==> config.mk <==
export PLATFORM = sky130hd
export DESIGN_NAME = ioctl_sdram_loader
export DESIGN_NICKNAME = d
export VERILOG_FILES = /design/src/rtl/ioctl_loader_pkg.sv /design/src/rtl/ioctl_word_fifo.sv /design/src/rtl/ioctl_sdram_loader.sv
export SDC_FILE = /design/constraint.sdc
export NUM_CORES = 1
export LEC_CHECK = 0
export ABC_AREA = 1
export BUFFER_PORTS_ARGS = -buffer_cell sky130_fd_sc_hd__buf_2
export CELL_PAD_IN_SITES_DETAIL_PLACEMENT = 2
export CELL_PAD_IN_SITES_GLOBAL_PLACEMENT = 2
export CORE_ASPECT_RATIO = 0.7
export CORE_MARGIN = 5
export CORE_UTILIZATION = 36
export CTS_CLUSTER_SIZE = 10
export DETAILED_ROUTE_END_ITERATION = 8
export PLACE_DENSITY_LB_ADDON = 0.1
export SYNTH_ARGS = -nofsm -noshare
export SYNTH_HDL_FRONTEND = slang
export SYNTH_SLANG_ARGS = --single-unit
==> constraint.sdc <==
create_clock -name clk_sys -period 7.1 [get_ports clk_sys]
set_input_delay 1.42 -clock clk_sys [delete_from_list [all_inputs] [get_ports clk_sys]]
set_output_delay 1.42 -clock clk_sys [all_outputs]
set_load 0.02 [all_outputs]
==> src/rtl/ioctl_loader_pkg.sv <==
// Shared types for the ioctl-to-SDRAM loader: FSM states, byte enables,
// and the 42-bit word entry carried through the FIFO.
package ioctl_loader_pkg;

    typedef enum logic [1:0] {
        S_IDLE  = 2'd0,
        S_LOAD  = 2'd1,
        S_FLUSH = 2'd2,
        S_DONE  = 2'd3
    } state_t;

    localparam logic [1:0] BE_LO   = 2'b01;
    localparam logic [1:0] BE_HI   = 2'b10;
    localparam logic [1:0] BE_BOTH = 2'b11;

    typedef struct packed {
        logic [23:0] addr;
        logic [15:0] data;
        logic [1:0]  be;
    } word_t;

    function automatic word_t mk_word(
        input logic [23:0] a,
        input logic [15:0] d,
        input logic [1:0]  be
    );
        word_t w;
        w.addr = a;
        w.data = d;
        w.be   = be;
        return w;
    endfunction

endpackage

==> src/rtl/ioctl_word_fifo.sv <==
// Word FIFO for packed SDRAM writes; accepts up to two entries per cycle
// so a stray held byte and a new odd byte can be queued together.
import ioctl_loader_pkg::*;

module ioctl_word_fifo #(
    parameter  int DEPTH = 4,
    localparam int AW    = $clog2(DEPTH),
    localparam int CW    = AW + 1
) (
    input  logic          clk,
    input  logic          reset,
    input  logic          i_push,
    input  word_t         i_din,
    input  logic          i_push2,
    input  word_t         i_din2,
    input  logic          i_pop,
    output word_t         o_dout,
    output logic [CW-1:0] o_count,
    output logic          o_empty,
    output logic          o_full
);

    word_t         r_mem [DEPTH];
    logic [AW-1:0] r_wp;
    logic [AW-1:0] r_rp;
    logic [CW-1:0] r_count;

    logic          w_pop;
    logic          w_wr1;
    logic          w_wr2;
    logic [CW-1:0] w_room;
    logic [CW-1:0] w_nwr;

    assign o_empty = (r_count == '0);
    assign o_full  = (r_count == CW'(DEPTH));
    assign o_count = r_count;
    assign o_dout  = r_mem[r_rp];

    // A slot being popped this cycle is reusable by a push on the same edge.
    assign w_pop  = i_pop && !o_empty;
    assign w_room = CW'(DEPTH) - r_count + CW'(w_pop);
    assign w_wr1  = i_push && (w_room != '0);
    assign w_wr2  = w_wr1 && i_push2 && (w_room >= CW'(2));
    assign w_nwr  = CW'(w_wr1) + CW'(w_wr2);

    always_ff @(posedge clk) begin
        if (w_wr1) r_mem[r_wp] <= i_din;
        if (w_wr2) r_mem[r_wp + AW'(1)] <= i_din2;
    end

    always_ff @(posedge clk) begin
        if (reset) begin
            r_wp    <= '0;
            r_rp    <= '0;
            r_count <= '0;
        end else begin
            r_wp    <= r_wp + w_nwr[AW-1:0];
            r_rp    <= r_rp + AW'(w_pop);
            r_count <= r_count + w_nwr - CW'(w_pop);
        end
    end

endmodule

==> src/rtl/ioctl_sdram_loader.sv <==
// Packs the ioctl byte stream into 16-bit SDRAM writes with byte enables,
// pacing the source through clkref_n and signalling completion.
import ioctl_loader_pkg::*;

module ioctl_sdram_loader #(
    parameter logic [24:0] ADDR_BASE  = 25'd0,
    parameter int          FIFO_DEPTH = 4
) (
    input  logic        clk_sys,
    input  logic        reset,
    input  logic        ioctl_download,
    input  logic        ioctl_wr,
    input  logic [24:0] ioctl_addr,
    input  logic [7:0]  ioctl_dout,
    output logic        clkref_n,
    output logic        mem_req,
    output logic [23:0] mem_addr,
    output logic [15:0] mem_din,
    output logic [1:0]  mem_be,
    input  logic        mem_ack,
    output logic        loading,
    output logic        load_done,
    output logic [24:0] load_bytes
);

    localparam int CW = $clog2(FIFO_DEPTH) + 1;

    state_t      r_state;
    state_t      w_state_nx;
    logic        r_dl_q;
    logic        r_dl_pend;
    logic        r_hold_v;
    logic [7:0]  r_hold_d;
    logic [23:0] r_hold_a;
    logic        r_clkref_n;
    logic        r_clkref_p;
    logic        r_mem_req;
    word_t       r_req;
    logic        r_loading;
    logic [24:0] r_bytes;

    logic [24:0] w_ea;
    logic        w_rise;
    logic        w_start;
    logic        w_acc;
    logic        w_push;
    logic        w_push2;
    word_t       w_din;
    word_t       w_din2;
    logic        w_hold_set;
    logic        w_hold_clr;
    logic        w_pop;
    word_t       w_head;
    logic [CW-1:0] w_count;
    logic        w_empty;
    logic        w_full;
    logic [CW:0] w_need;
    logic        w_ref_ok;
    word_t       w_held;
    word_t       w_hi;

    assign w_ea   = ADDR_BASE + ioctl_addr;
    assign w_rise = ioctl_download && !r_dl_q;
    assign w_pop  = r_mem_req && mem_ack;
    assign w_held = mk_word(r_hold_a, {8'h00, r_hold_d}, BE_LO);
    assign w_hi   = mk_word(w_ea[24:1], {ioctl_dout, 8'h00}, BE_HI);

    always_comb begin
        w_state_nx = r_state;
        w_start    = 1'b0;
        w_acc      = 1'b0;
        w_push     = 1'b0;
        w_push2    = 1'b0;
        w_din      = '0;
        w_din2     = '0;
        w_hold_set = 1'b0;
        w_hold_clr = 1'b0;
        unique case (r_state)
            S_IDLE: begin
                if (ioctl_download && (w_rise || r_dl_pend)) begin
                    w_state_nx = S_LOAD;
                    w_start    = 1'b1;
                end
            end
            S_LOAD: begin
                if (ioctl_wr) begin
                    w_acc = 1'b1;
                    if (!w_ea[0]) begin
                        w_hold_set = 1'b1;
                        w_push     = r_hold_v;
                        w_din      = w_held;
                    end else if (r_hold_v && r_hold_a == w_ea[24:1]) begin
                        w_push     = 1'b1;
                        w_din      = mk_word(r_hold_a, {ioctl_dout, r_hold_d}, BE_BOTH);
                        w_hold_clr = 1'b1;
                    end else if (r_hold_v) begin
                        w_push     = 1'b1;
                        w_din      = w_held;
                        w_push2    = 1'b1;
                        w_din2     = w_hi;
                        w_hold_clr = 1'b1;
                    end else begin
                        w_push = 1'b1;
                        w_din  = w_hi;
                    end
                end
                if (!ioctl_download) w_state_nx = S_FLUSH;
            end
            S_FLUSH: begin
                if (r_hold_v) begin
                    if (!w_full) begin
                        w_push     = 1'b1;
                        w_din      = w_held;
                        w_hold_clr = 1'b1;
                    end
                end else if (w_empty && !r_mem_req) begin
                    w_state_nx = S_DONE;
                end
            end
            S_DONE: w_state_nx = S_IDLE;
            default: w_state_nx = S_IDLE;
        endcase
    end

    // Room check also counts pushes landing this cycle, so two slots remain
    // for whatever the next byte may generate.
    assign w_need = (CW+1)'(w_count) + (CW+1)'(w_push) + (CW+1)'(w_push2)
                  + (CW+1)'(2);
    assign w_ref_ok = (r_state == S_LOAD) && ioctl_download
                   && r_clkref_n && r_clkref_p
                   && (w_need <= (CW+1)'(FIFO_DEPTH));

    ioctl_word_fifo #(
        .DEPTH(FIFO_DEPTH)
    ) u_fifo (
        .clk     (clk_sys),
        .reset   (reset),
        .i_push  (w_push),
        .i_din   (w_din),
        .i_push2 (w_push2),
        .i_din2  (w_din2),
        .i_pop   (w_pop),
        .o_dout  (w_head),
        .o_count (w_count),
        .o_empty (w_empty),
        .o_full  (w_full)
    );

    always_ff @(posedge clk_sys) begin
        if (reset) begin
            r_state    <= S_IDLE;
            r_dl_q     <= 1'b0;
            r_dl_pend  <= 1'b0;
            r_hold_v   <= 1'b0;
            r_hold_d   <= '0;
            r_hold_a   <= '0;
            r_clkref_n <= 1'b1;
            r_clkref_p <= 1'b1;
            r_mem_req  <= 1'b0;
            r_req      <= '0;
            r_loading  <= 1'b0;
            r_bytes    <= '0;
        end else begin
            r_state <= w_state_nx;
            r_dl_q  <= ioctl_download;

            if (r_state == S_IDLE)
                r_dl_pend <= 1'b0;
            else if (w_rise && (r_state == S_FLUSH || r_state == S_DONE))
                r_dl_pend <= 1'b1;

            if (w_start) begin
                r_hold_v <= 1'b0;
            end else if (w_hold_set) begin
                r_hold_v <= 1'b1;
                r_hold_d <= ioctl_dout;
                r_hold_a <= w_ea[24:1];
            end else if (w_hold_clr) begin
                r_hold_v <= 1'b0;
            end

            r_clkref_n <= !w_ref_ok;
            r_clkref_p <= r_clkref_n;

            if (w_pop) begin
                r_mem_req <= 1'b0;
            end else if (!r_mem_req && !w_empty) begin
                r_mem_req <= 1'b1;
                r_req     <= w_head;
            end

            if (w_start)
                r_loading <= 1'b1;
            else if (r_state == S_DONE)
                r_loading <= 1'b0;

            if (w_start)
                r_bytes <= '0;
            else if (w_acc && r_bytes != '1)
                r_bytes <= r_bytes + 25'd1;
        end
    end

    assign clkref_n   = r_clkref_n;
    assign mem_req    = r_mem_req;
    assign mem_addr   = r_req.addr;
    assign mem_din    = r_req.data;
    assign mem_be     = r_req.be;
    assign loading    = r_loading;
    assign load_done  = (r_state == S_DONE);
    assign load_bytes = r_bytes;

endmodule

Yosys cells after proc, flatten, opt, wreduce, memory -nomap -nowiden
Memory sizes are Yosys's and may differ from the RTL's. A register that Yosys moved wholly into a read port is not among the register bits.
Cells that the tools add are included.
W data, S select, Z words.
{"block": "word_totals", "register_bits": 73, "mem_bits_rw": 168, "in_bits": 38, "output_inout_bits": 71, "elab_cells": 120, "memories": 1}
{"name": "u_fifo.r_mem", "depth": 4, "width": 42, "rd": 1, "rd_clocked_by_memory_dff": 1, "write_ports": 2, "line_no": "ioctl_word_fifo.sv:23", "rtl": "word_t r_mem [DEPTH];"}
{"block": "op_classes", "n_addsub": 12, "magnitude_cmp": 2, "eq_ne": 10, "muxes": 46, "bitwise_logic": 2, "n_reduce_logical": 33}
{"cell": "$mux W42", "count": 11}
{"cell": "$pmux W42 S2", "count": 1}
{"cell": "$mux W1", "count": 27}
{"cell": "$add A25 B1 Y25 const B", "count": 1}
{"cell": "$ne A25 B25 Y1 const B", "count": 1}
{"cell": "$eq A24 B24 Y1", "count": 1}
{"cell": "$logic_and A1 B1 Y1", "count": 16}
{"cell": "$mux W2", "count": 4}
{"cell": "$ne A2 B2 Y1 const B", "count": 4}
{"cell": "$pmux W2 S4", "count": 1}
{"cell": "$reduce_or A2 Y1", "count": 3}
{"cell": "$add A3 B1 Y4", "count": 1}
{"cell": "$add A4 B1 Y4", "count": 1}
{"cell": "$add A4 B2 Y4 const B", "count": 1}
{"cell": "$eq A2 B2 Y1 const B", "count": 2}
{"cell": "$le A4 B3 Y1 const B", "count": 1}
{"cell": "$logic_not A1 Y1", "count": 4}
{"cell": "$pmux W1 S2", "count": 2}
{"cell": "$reduce_and A2 Y1", "count": 2}
{"cell": "$reduce_and A4 Y1", "count": 1}
{"cell": "$reduce_bool A2 Y1", "count": 2}
{"cell": "$add A3 B1 Y3", "count": 1}
{"cell": "$add A3 B3 Y3", "count": 1}
{"cell": "$eq A3 B3 Y1 const B", "count": 1}
{"cell": "13 further kinds", "count": 15}

Depth between registers and ports, before layout
{"block": "depth", "ltp_word": 11, "mapped_depth": 22, "ltp_nobuf": 21}

Cells and area by module
Synthesis repeated with hierarchy kept, for this count alone.
{"block": "unflattened", "cells_unflattened": 1932, "area_unflattened_um2": 15349.7}
{"mod": "ioctl_word_fifo", "instances": 1, "cells_each": 1082, "area_per_inst_um2": 9858.2}
{"mod": "ioctl_sdram_loader", "instances": 1, "cells_each": 850, "area_per_inst_um2": 5491.5}

Least setup slack after synthesis
No wires, ideal clock.
{"block": "synth_path", "path_type": "input to register", "from": "in mem_ack", "to": "mem u_fifo.r_mem[3][10] (netlist bit), enable pin", "setup_ns": 0.469, "arrival_time_ns": 5.135, "required_ns": 6.631, "slack_ns": 1.496, "stages": 12, "n_path_buf": 1, "cell_sequence": "nand2_1 nor2_1 inv_1 ha_1 inv_1 ha_1 xor2_1 nor2_2 nand2_2 nand2_8 clkbuf_2 o21ai_0"}
{"element": "from (decl)", "line_no": "ioctl_sdram_loader.sv:20", "rtl": "input logic mem_ack,"}
{"element": "to (decl)", "line_no": "ioctl_word_fifo.sv:23"}

==> flow_summary.json <==
{
  "outcome": "complete, no violations",
  "power.leakage_uw": 0.00630,
  "fin_crit_ns": 4.18,
  "rows": 60,
  "final_util_pct": 41.4,
  "setup_viol": 0,
  "cts_hold_buf": 0,
  "die_h_um": 176,
  "synthArstFlopShare_pct": 0,
  "gp_congestion": 0.773,
  "slew_violations": 0,
  "die_x_um": 246,
  "yosysSeqAreaShare_pct": 49.6,
  "timing.fmax_ghz": 0.239,
  "worstSetupStartpointType": "primary input",
  "synth_top_area_share_pct": 28.1,
  "grt_overflow": 0,
  "first_iter_violations": 744,
  "tns_ns": 0,
  "dr_total_vias": 12798,
  "grt_usage_pct": 24.5,
  "dr.pass1.iters": 5,
  "cts_resized": 0,
  "post_cts_buffers": 0,
  "synth_cell_types": 41,
  "top_layer_used": "met5",
  "path_clk_slew_ns": 0.06,
  "grt_pass1_wl_mm": 83.1,
  "fin_crit_sh_pct": 58.9,
  "vias_per_cell": 5.41,
  "routed_wl_mm": 52.9,
  "p_per_area_nw_per_um2": 248,
  "core-area_sq_um": 38500,
  "syn_area_per_cell_sq_um": 8.02,
  "clockBufferDepth": 3,
  "synth_commonest_cells": "372 x nand2_1, 273 x o21ai_0, 214 x nor2_1",
  "hp-class": "reg2reg",
  "fillCellCount": 4373,
  "ys_warn_count": 0,
  "cts_buffers": 34,
  "path_max_fanout": 21,
  "drc": 0,
  "synth.most_common_cell": "nand2_1",
  "seqCellArea_sq_um": 6990,
  "yosysTopAreaCell": "edfxtp_1",
  "worst_slack_ns": 2.92,
  "port_buffers": 108,
  "final.setup_skew_ns": 0.0242,
  "root_buffer": "clkbuf_16",
  "synth_nets": 1812,
  "grt_antenna_before_repair": 6,
  "syn_inst": 1758,
  "yosys_most_used_dff": "dfxtp_1",
  "grt_pass1_vias": 14130,
  "path_class": "in2reg",
  "synth-edff-count": 132,
  "dr_wl_met3_mm": 2.29,
  "ys_ff_latch": 283,
  "m1WireLength_mm": 25.6,
  "finalNetCount": 1869,
  "cts_max_level": 2,
  "clk_latency_ns": 0.53,
  "initial_core_util_pct": 36.6,
  "drive_gt1_share_pct": 12.4,
  "pre_cts_ws_ns": 2.36,
  "hpwl_mm": 34.1,
  "clkSinkCount": 283,
  "cts_tree": "done",
  "worstSetupEndpointType": "flip-flop",
  "syn_to_final_growth_pct": 13.3,
  "worst_pin_slew_ns": 1.01,
  "routed-wl-met2_mm": 24.0,
  "io_pins": 109,
  "syn_area_sq_um": 14100,
  "required_ns": 7.29,
  "hold_viol": 0,
  "grt_start_max_net_pins": 81,
  "slew_headroom_pct": 32.5,
  "multi_input_area_sq_um": 5950,
  "rsz0062_at_grt": "no",
  "dieArea_sq_um": 43300,
  "synth_area_leaders": "edfxtp_1 28%, dfxtp_1 21%, nand2_1 9.9%",
  "maxCapViolations": 0,
  "ir_drop_v": 0.000172,
  "wl_per_cell_um": 22.4,
  "worstPathArrival_ns": 4.37,
  "ant_nets": 0
}
cells in the final DEF, fill, tap and decap left out, drive strengths merged:
cell type,n
nand4,8
edfxtp,132
ha,14
diode,1
or2,1
nand3b,2
nand2,378
inv,186
a31oi,44
nor3,14
nor3b,1
nor2,223
xor2,12
clkbuf,56
fa,2
o21ai,295
a21oi,102
dfxtp,151
clkinv,1
o211ai,11
o2111ai,1
buf,125
xnor2,5
o22ai,23
nand3,49
layout make-up:
class	count	area share, %
diodes	1	0.0157
clock buffers	56	6.11
clock inverters	1	0.0549
inverters	186	4.39
multi-input cells	1185	37.3
flip-flops and latches	283	43.8
well taps	527	4.13
repair buffers	125	4.19
per-stage QoR:
step	total power [uW]	cell area [sq um]	hold WS, ns	cells
after floorplan	2180	14100	0.430	1758
after global placement	2350	15000	0.446	2306
after detailed placement	2370	15000	0.460	2306
after CTS	4010	16000	0.469	2363
after global routing	4140	16000	0.488	2364
final	3970	16000	0.469	2364
routing by layer:
| metal | up-vias | global-route usage [%] |
|---|---|---|
| met5 | - | 0 |
| li1 | 5946 | - |
| met1 | 6527 | 35.1 |
| met4 | 8 | 4.51 |
| met3 | 73 | 3.59 |
| met2 | 244 | 39.8 |
state kept, by name, indices dropped and copies added (netlist names):
register and flops:
u_fifo.r_mem 168, load_bytes 25, mem_addr 24, r_hold_a 24, mem_din 16, r_hold_d 8, u_fifo.o_count 3, mem_be 2
r_state 2, u_fifo.r_rp 2, u_fifo.r_wp 2, clkref_n 1, loading 1, mem_req 1, r_clkref_p 1, r_dl_pend 1
r_dl_q 1, r_hold_v 1
path summary, 6_finish.rpt:
path | startpoint | to | slack, ns | cells past startpoint
worst max-delay path | mem_ack | u_fifo.r_mem[0][28] | 2.92 | 13
worst min-delay path | r_hold_d[1] | r_hold_d[1] | 0.47 | 2
worst max register to register | u_fifo.o_count[2] | u_fifo.r_mem[0][28] | 3.23 | 14
worst min register to register | r_hold_d[1] | r_hold_d[1] | 0.47 | 2
cell families after synthesis:
| group | share of synthesized area [%] |
|---|---|
| simple gates | 21.0 |
| compound gates | 18.3 |
| buf+inv | 8.51 |
| flops | 49.6 |
| xor+xnor | 1.06 |
| fa+ha+maj | 1.53 |
where the power goes:
part	leakage [uW]	internal (uW)	total, uW	switching, uW
registers	0.00240	1770	1820	45.7
clock network	0.000473	933	1630	699
logic	0.00342	133	515	382
total	0.00630	2840	3970	1130
worst max-delay path: stages:
cell and delay, ns:
buf_2 0.07, nand2_1 0.07, nor2_1 0.25, inv_1 0.08
ha_1 0.20, inv_1 0.05, ha_1 0.15, xor2_1 0.19
nor2_2 0.10, nor2_8 0.18, nand4_2 0.62, o21ai_4 0.56
buf_4 0.40
No activity file was read; power rests on OpenSTA's default activity.
